--- config.mk ---
export PLATFORM = sky130hd
export DESIGN_NAME = pair_pack
export DESIGN_NICKNAME = d
export VERILOG_FILES = /design/src/rtl/pair_pack_pkg.sv /design/src/rtl/pair_pack.sv
export SDC_FILE = /design/constraint.sdc
export NUM_CORES = 1
export LEC_CHECK = 0
export CAP_MARGIN = 10
export CORE_MARGIN = 2
export CORE_UTILIZATION = 51
export DETAILED_ROUTE_END_ITERATION = 10
export GPL_TIMING_DRIVEN = 0
export PLACE_DENSITY_LB_ADDON = 0.3
export SETUP_SLACK_MARGIN = 0.3
export SYNTH_ARGS = -nofsm -noshare
export SYNTH_HDL_FRONTEND = slang
export SYNTH_SLANG_ARGS = --single-unit
--- constraint.sdc ---
create_clock -name iclk -period 4.6 [get_ports iclk]
set_clock_uncertainty 0.05 [all_clocks]
set_input_delay 0.92 -clock iclk [delete_from_list [all_inputs] [get_ports iclk]]
set_output_delay 0.92 -clock iclk [all_outputs]
set_load 0.01 [all_outputs]
--- src/rtl/pair_pack_pkg.sv ---
// Shared types and default lane widths for the pair packer and the lane splitter it feeds.
// Widths match the splitter's 10-bit position / 14-bit threshold lanes.
package pair_pack_pkg;

    localparam int POS_W_DEF = 10;
    localparam int TH_W_DEF  = 14;

    typedef enum logic {
        LOW_WAIT  = 1'b0,
        HIGH_WAIT = 1'b1
    } pp_state_t;

    // One packed word as seen by the splitter: {high, low} per field plus the odd flag.
    typedef struct packed {
        logic [2*POS_W_DEF-1:0] pos;
        logic [2*TH_W_DEF-1:0]  thresh;
        logic                   odd;
    } pack_word_t;

endpackage

--- src/rtl/pair_pack.sv ---
// Packs two consecutive (position, threshold) samples into one {high, low} word behind a
// registered valid/ready output; a burst-ending sample with no partner goes out alone as odd.
module pair_pack
    import pair_pack_pkg::*;
#(
    parameter int POS_W = POS_W_DEF,
    parameter int TH_W  = TH_W_DEF,
    parameter int CNT_W = 16
) (
    input  logic               iclk,
    input  logic               irst,
    input  logic               in_valid,
    output logic               in_ready,
    input  logic [POS_W-1:0]   in_pos,
    input  logic [TH_W-1:0]    in_thresh,
    input  logic               in_last,
    output logic               out_valid,
    input  logic               out_ready,
    output logic [2*POS_W-1:0] pos,
    output logic [2*TH_W-1:0]  thresh,
    output logic               out_odd,
    output logic [CNT_W-1:0]   word_cnt
);

    pp_state_t        state, state_nxt;
    logic [POS_W-1:0] lane_pos;
    logic [TH_W-1:0]  lane_th;
    logic             slot_free;
    logic             lane_we;
    logic             load;
    logic             out_hs;

    assign slot_free = !out_valid || out_ready;
    assign out_hs    = out_valid && out_ready;

    // A low non-last sample only fills the lane register, so it never waits on the output slot.
    always_comb begin
        state_nxt = state;
        in_ready  = slot_free;
        lane_we   = 1'b0;
        load      = 1'b0;
        if (state == LOW_WAIT) begin
            if (!in_last) begin
                in_ready = 1'b1;
                if (in_valid) begin
                    lane_we   = 1'b1;
                    state_nxt = HIGH_WAIT;
                end
            end else if (in_valid && slot_free) begin
                load = 1'b1;
            end
        end else begin
            if (in_valid && slot_free) begin
                load      = 1'b1;
                state_nxt = LOW_WAIT;
            end
        end
    end

    always_ff @(posedge iclk) begin
        if (irst) state <= LOW_WAIT;
        else      state <= state_nxt;
    end

    always_ff @(posedge iclk) begin
        if (irst) begin
            lane_pos  <= '0;
            lane_th   <= '0;
            out_valid <= 1'b0;
            pos       <= '0;
            thresh    <= '0;
            out_odd   <= 1'b0;
            word_cnt  <= '0;
        end else begin
            if (lane_we) begin
                lane_pos <= in_pos;
                lane_th  <= in_thresh;
            end
            // A load in the same cycle as a handshake replaces the departing word.
            if (load) begin
                out_valid <= 1'b1;
                if (state == HIGH_WAIT) begin
                    pos     <= {in_pos, lane_pos};
                    thresh  <= {in_thresh, lane_th};
                    out_odd <= 1'b0;
                end else begin
                    pos     <= {{POS_W{1'b0}}, in_pos};
                    thresh  <= {{TH_W{1'b0}}, in_thresh};
                    out_odd <= 1'b1;
                end
            end else if (out_hs) begin
                out_valid <= 1'b0;
            end
            if (out_hs) word_cnt <= word_cnt + 1'b1;
        end
    end

endmodule

==> metrics, run 1 <==
setup_tns=0 ps; Die ar.=around 7600 sq um; TritonCTS buffer count=9; cts hold-fix bufs=0; hold crit path type=register to register; Worst R2R Start=out_valid$_SDFFE_PP0P_; count of cell types in the netlist=31; WS Path Type=input pin to primary output; post-synthesis net count=between 400 and 500; share of layout cells above drive strength 1=5.75%; number of port buffers=95; cell count after synthesis=~400; ys flop type=dfxtp_1; Logic pwr share=approximately 14%; Setup Buffers After CTS=0; I/O pin count=96; Max Slew Vio Count=0; Routed Antenna Nets=0; hold endpoint=lane_th[7]$_SDFFE_PP0P_; unrepaired setup endpoints after global routing=false; Area growth, synth to finish=34.5%; Internal Power=~0.0011 W; fmax=296 MHz; outcome=finished clean; HP Start=lane_th[7]$_SDFFE_PP0P_; Die H=a little under 90 um; detailed-route vias per instance=5.44; number of failing hold endpoints at the final stage=0; Pleak=around 1.6 nW; largest net degree at the start of global routing=14; Yosys top cell by area=dfxtp_1; synth top area cells=dfxtp_1, mux2i_1, nor2_1; Core Region=about 6700 sq um; WHS Path Cells=2; Clock H-tree levels=3; remaining global-route overflow=0; WP data required=roughly 3600 ps; Clk pwr share=about 31%; Initial Utilization=between 50% and 60%; Crit path arrival time=between 2000 and 2500 ps; CTS clock-pin slew for the worst setup and hold paths=~80 ps; root buf cell=clkbuf_8; worst reg2reg path depth=6; first-pass GRT wire length=between 10 and 15 mm; drc violations=0; Post-Syn Area per Cell=8.91 sq um; clk_lat worst skew=350 ps; # setup viols final=0; Post-synth EDFFs=0; Nets=530; DP Area=around 4600 sq um; clk sinks=91; die extent in x=87.0 um; drt wl/cell=15.0 um; Reg2Reg Setup Slack=2820 ps; MaxCap Viol Count=0; fraction of post-synthesis cell area in the top cell type by area=51.9%; Tcrit/Tclk final=73.5%; Worst R2R End=thresh[20]$_SDFFE_PP0P_; vias in the first global route=around 2900; minimum clock period=3380 ps; Async S/R FF share, synth=0%; site row count=30; switching share of power=approximately 25%; clk buf depth=2; Sw Pwr=roughly 0.00038 W; Syn Std Cell Area=3510 sq um; DP HPWL=6.46 mm; CP Max Fanout=7; final WL=just under 9 mm; DRT Pass-1 Iters=5; Ant. Diodes=0; Total GRT Usage=23.7%; sequential fraction of the synthesis area=a little over 50%; finished layout cell area=4720 sq um; flops & latches, synth=a little over 90; Power Dens Cells=between 300 and 400 nW/um^2; synth warn=0; Worst Tran Pin Value=around 600 ps; Startpoint Class=input pin; gpl congestion=between 0.8 and 0.9; crit path capture type=primary output; initial antenna violation count=0; Seq pwr share=between 50 and 60%; CTS tree=built; post-cts sizing count=0; drt initial violations=around 240; Rel. slew slack=about 60%; Vias=approximately 3200; Max rail drop VDD=0.000198 V; Worst Hold Slack=408 ps
## cell type report
| cell class | count | area (sq um) |
|---|---|---|
| buffer | 28 | 118 |
| clock inverter | 3 | 15.0 |
| tap | 80 | 100 |
| inverter | 4 | 15.0 |
| fill | 536 | 2000 |
| sequential | 91 | 1820 |
| timing repair buffer | 95 | 951 |
| multi-input combinational | 271 | 1560 |
| clock buffer | 12 | 145 |
## registers in the layout, indices dropped and copies added, names as in the netlist
| register | flops |
|---|---|
| lane_pos | 10 |
| lane_th | 14 |
| out_odd | 1 |
| out_valid | 1 |
| pos | 20 |
| state | 1 |
| thresh | 28 |
| word_cnt | 16 |
## power by group through the flow
stage	clock, W	sequential (W)	combinational, W
floorplan	0	0.000866	0.0000926
CTS	0.000466	0.000840	0.000210
finish	0.000462	0.000840	0.000210
global route	0.000500	0.000844	0.000227
global placement	0	0.000857	0.000205
detailed placement	0	0.000858	0.000209
## worst max-delay path, stage by stage
cell and delay, ps:
clkdlybuf4s50_1 540, nor2b_1 260, o21ai_0 180, clkdlybuf4s50_1 510
## synth_stat cells, drive strengths merged (5+ instances only)
master / n
a211oi: 24
a21oi: 29
a22oi: 24
buf: 11
clkbuf: 17
dfxtp: 91
mux2i: 24
nand2: 55
nand3: 7
nor2: 64
nor2b: 5
nor3: 7
xnor2: 8
## worst max path at each step
stage	start	to	depth (start not counted)
after global placement	out_ready	in_ready	4
after CTS	out_ready	in_ready	4
after global routing	out_ready	in_ready	4
after floorplan	out_ready	in_ready	2
final	out_ready	in_ready	4
after detailed placement	out_ready	in_ready	4
## placed cells by master, fill, tap and decap left out
cell type        Yosys  layout
a211oi_1            24      24
a21oi_1             29      29
a22oi_1             24      24
a31oi_1              1       1
and3_1               1       1
buf_1                1       1
buf_2               10      10
clkbuf_1            17      19
clkbuf_8             0      10
clkdlybuf4s50_1      0      95
clkinv_2             0       3
dfxtp_1             91      91
ha_1                 1       1
inv_1                4       4
mux2_2               3       3
mux2i_1             24      24
nand2_1             55      55
nand2b_1             1       1
nand3_1              7       7
nand4_1              2       2
nand4_2              1       1
nor2_1              63      63
nor2_2               1       1
nor2b_1              5       5
nor3_1               6       6
nor3_2               1       1
nor4_1               4       4
o21ai_0              3       3
o41ai_1              1       1
or2_0                1       1
or3_1                2       2
or4b_1               1       1
xnor2_1              8       8
xor2_1               2       2
## per-layer routing
| metal | wire length [um] | track usage [%] | part of all wire, % | vias to the layer above |
|---|---|---|---|---|
| li1 | - | - | - | 1573 |
| met1 | 3780 | 31.7 | 43 | 1483 |
| met2 | 4160 | 37.5 | 47 | 110 |
| met3 | 697 | 5.59 | 7.9 | 10 |
| met4 | 136 | 8.38 | 1.6 | 0 |
| met5 | 0 | 0 | 0 | - |
## metrics by stage
stage          total power, W  instances  worst slack, ps  utilization, %
2_1_floorplan        0.000959        394             2380               -
3_3_place_gp          0.00106        569             1230            67.9
3_5_place_dp          0.00107        569             1210            67.9
4_1_cts               0.00152        584             1210            70.3
5_1_grt               0.00157        584             1140            70.3
6_report              0.00151        584             1220            70.3
## cell families after synthesis
kind of cell / count (synthesis) / share of synthesized area, %
multiplexers: 27 / 7.80
AO/OA/AOI/OAI: 82 / 15.3
flip-flops: 91 / 51.9
adder cells (fa/ha/maj): 1 / 0.356
AND/OR/NAND/NOR: 151 / 18.4
buffers and inverters: 32 / 3.78
XOR/XNOR: 10 / 2.49
No activity file was read; power rests on OpenSTA's default activity.
==> inputs of run 2 (changes only) <==
CORE_UTILIZATION = 48   (was 51)
clock period = 3.26 ns   (was 4.6 ns; I/O delays follow)
==> run 2 against run 1 <==
  * Combinational power rose by 41%
  * Core utilization fell by 2.9 points
  * Setup slack got worse by 780 ps
  * Final cell count rose by 3.3%
  * Largest cell class unchanged
==> metrics, run 2 (same netlist as run 1, synthesis figures left out) <==
outcome=finished clean; most frequent cells in the layout=clkdlybuf4s50_1, dfxtp_1, nor2_1; finished layout cell area=slightly below 5000 sq um; Die ar.=~8000 sq um; post-cts sizing count=0; cts hold-fix bufs=0; Setup Buffers After CTS=0; Clk pwr share=between 30% and 40%; setup_tns=0 ps; largest net degree at the start of global routing=15; I/O pin count=96; number of failing hold endpoints at the final stage=0; most used routing layer=met2; GR met2 Demand/Resource=roughly two fifths; CTS tree=built; Reg2Reg Setup Slack=approximately 1400 ps; Core Region=a little over 7000 sq um; Die H=89.5 um; switching share of power=23.4%; die extent in x=between 80 and 90 um; Tcrit/Tclk final=roughly 87%; Seq pwr share=approximately 49%; hold endpoint=lane_pos[5]$_SDFFE_PP0P_; detailed-route vias per instance=roughly 5.3; final cell count without fillers=603; Clock H-tree levels=3; max reg flops=28; Worst R2R Start=state$_SDFF_PP0_; Logic pwr share=12.3%; initial antenna violation count=0; remaining global-route overflow=0; Crit path max-delay family=buffers and inverters; Total GRT Usage=roughly a quarter; Pleak=about 1.7 nW; drt wl/cell=between 10 and 15 um; crit path capture type=primary output; hold crit path type=register to register; WS Path Type=input pin to primary output; Routed Antenna Nets=0; drt initial violations=134; M1 GR Usage=between 20% and 30%; CP most frequent cell=clkdlybuf4s50_1; drc violations=0; clk buf depth=2; DRT Pass-1 Iters=4; Max Slew Vio Count=0; vias in the first global route=approximately 2900; Worst Tran Pin Value=around 590 ps; gpl congestion=between 0.8 and 0.9; first-pass GRT wire length=between 10 and 15 mm; Max stage delay on crit path=between 500 and 600 ps; commonest non-fill, non-tap cell in the layout=clkdlybuf4s50_1; Power Dens Cells=about 500 nW/um^2; Startpoint Class=input pin; Vias=~3200; site row count=31; Initial Utilization=around 50%; GRT met3 Usage=between 4 and 5%; DP Area=between 4000 and 5000 sq um; # setup viols final=0; Final Util=67.4%; Internal Power=0.00185 W; Sw Pwr=0.000564 W; MaxCap Viol Count=0; fmax=between 300 and 400 MHz; TritonCTS buffer count=9; WHS Path Cells=2; Area growth, synth to finish=37.7%; worst reg2reg path depth=5; minimum clock period=roughly 2800 ps; HP Start=lane_pos[5]$_SDFFE_PP0P_; Crit path arrival time=about 2100 ps; CP Buf/Inv Count=2; Biggest register=thresh; CP Max Fanout=7; Max rail drop VDD=approximately 0.00025 V; final WL=between 8 and 9 mm; WP data required=2560 ps; clk sinks=91; clk_lat worst skew=~360 ps; CTS clock-pin slew for the worst setup and hold paths=roughly 90 ps; crit path cell chain=clkdlybuf4s50_1 -> nor2b_1 -> o21ai_0 -> clkdlybuf4s50_1; Ant. Diodes=0; share of layout cells above drive strength 1=6.15%; Worst Hold Slack=408 ps; root buf cell=clkbuf_8; placed insts=roughly 600; Worst R2R End=lane_th[11]$_SDFFE_PP0P_; number of port buffers=95; DP HPWL=~6.5 mm; Nets=530; Slowest cell on crit path=clkdlybuf4s50_1; unrepaired setup endpoints after global routing=false; Top Registers=thresh: 28 flops, pos: 20 flops, word_cnt: 16 flops; Rel. slew slack=about three fifths
run 2: routing by layer:
| metal | up-vias | wire length (um) |
|---|---|---|
| li1 | 1575 | - |
| met3 | 12 | 490 |
| met5 | - | 0 |
| met1 | 1499 | 3980 |
| met2 | 95 | 4320 |
| met4 | 0 | 147 |
run 2: power by group through the flow:
stage                     sequential, W  combinational [W]  clock (W)
after floorplan                 0.00122           0.000131          0
after global placement          0.00121           0.000289          0
after detailed placement        0.00121           0.000296          0
after CTS                       0.00119           0.000298   0.000940
after global routing            0.00119           0.000327   0.000979
final                           0.00119           0.000297   0.000930
run 2: layout make-up:
class                      count  area (sq um)
fill                         594          2340
timing repair buffer          95           951
buffer                        28           118
tap                           99           124
clock inverter                 4          97.6
sequential                    91          1820
inverter                       4          15.0
multi-input combinational    271          1560
clock buffer                  11           151
run 2: worst max-delay path by stage:
stage	from	end	slack (ps)	depth (start not counted)
CTS	out_ready	in_ready	440	4
detailed placement	out_ready	in_ready	440	4
global placement	out_ready	in_ready	450	4
floorplan	in_valid	pos[11]$_SDFFE_PP0P_	1530	6
global route	out_ready	in_ready	330	4
finish	out_ready	in_ready	440	4
run 2: per-stage QoR:
step / total power (W) / setup slack [ps]
4_1_cts: 0.00242 / 438
5_1_grt: 0.00250 / 331
2_1_floorplan: 0.00135 / 1530
3_3_place_gp: 0.00150 / 449
6_report: 0.00241 / 438
3_5_place_dp: 0.00151 / 437
run 2: worst reg2reg max path: stages, from the launching register on:
cell and delay [ps]:
dfxtp_1 320, buf_2 210, nor3_2 460, clkbuf_1 470
nand2_1 120, a21oi_1 140
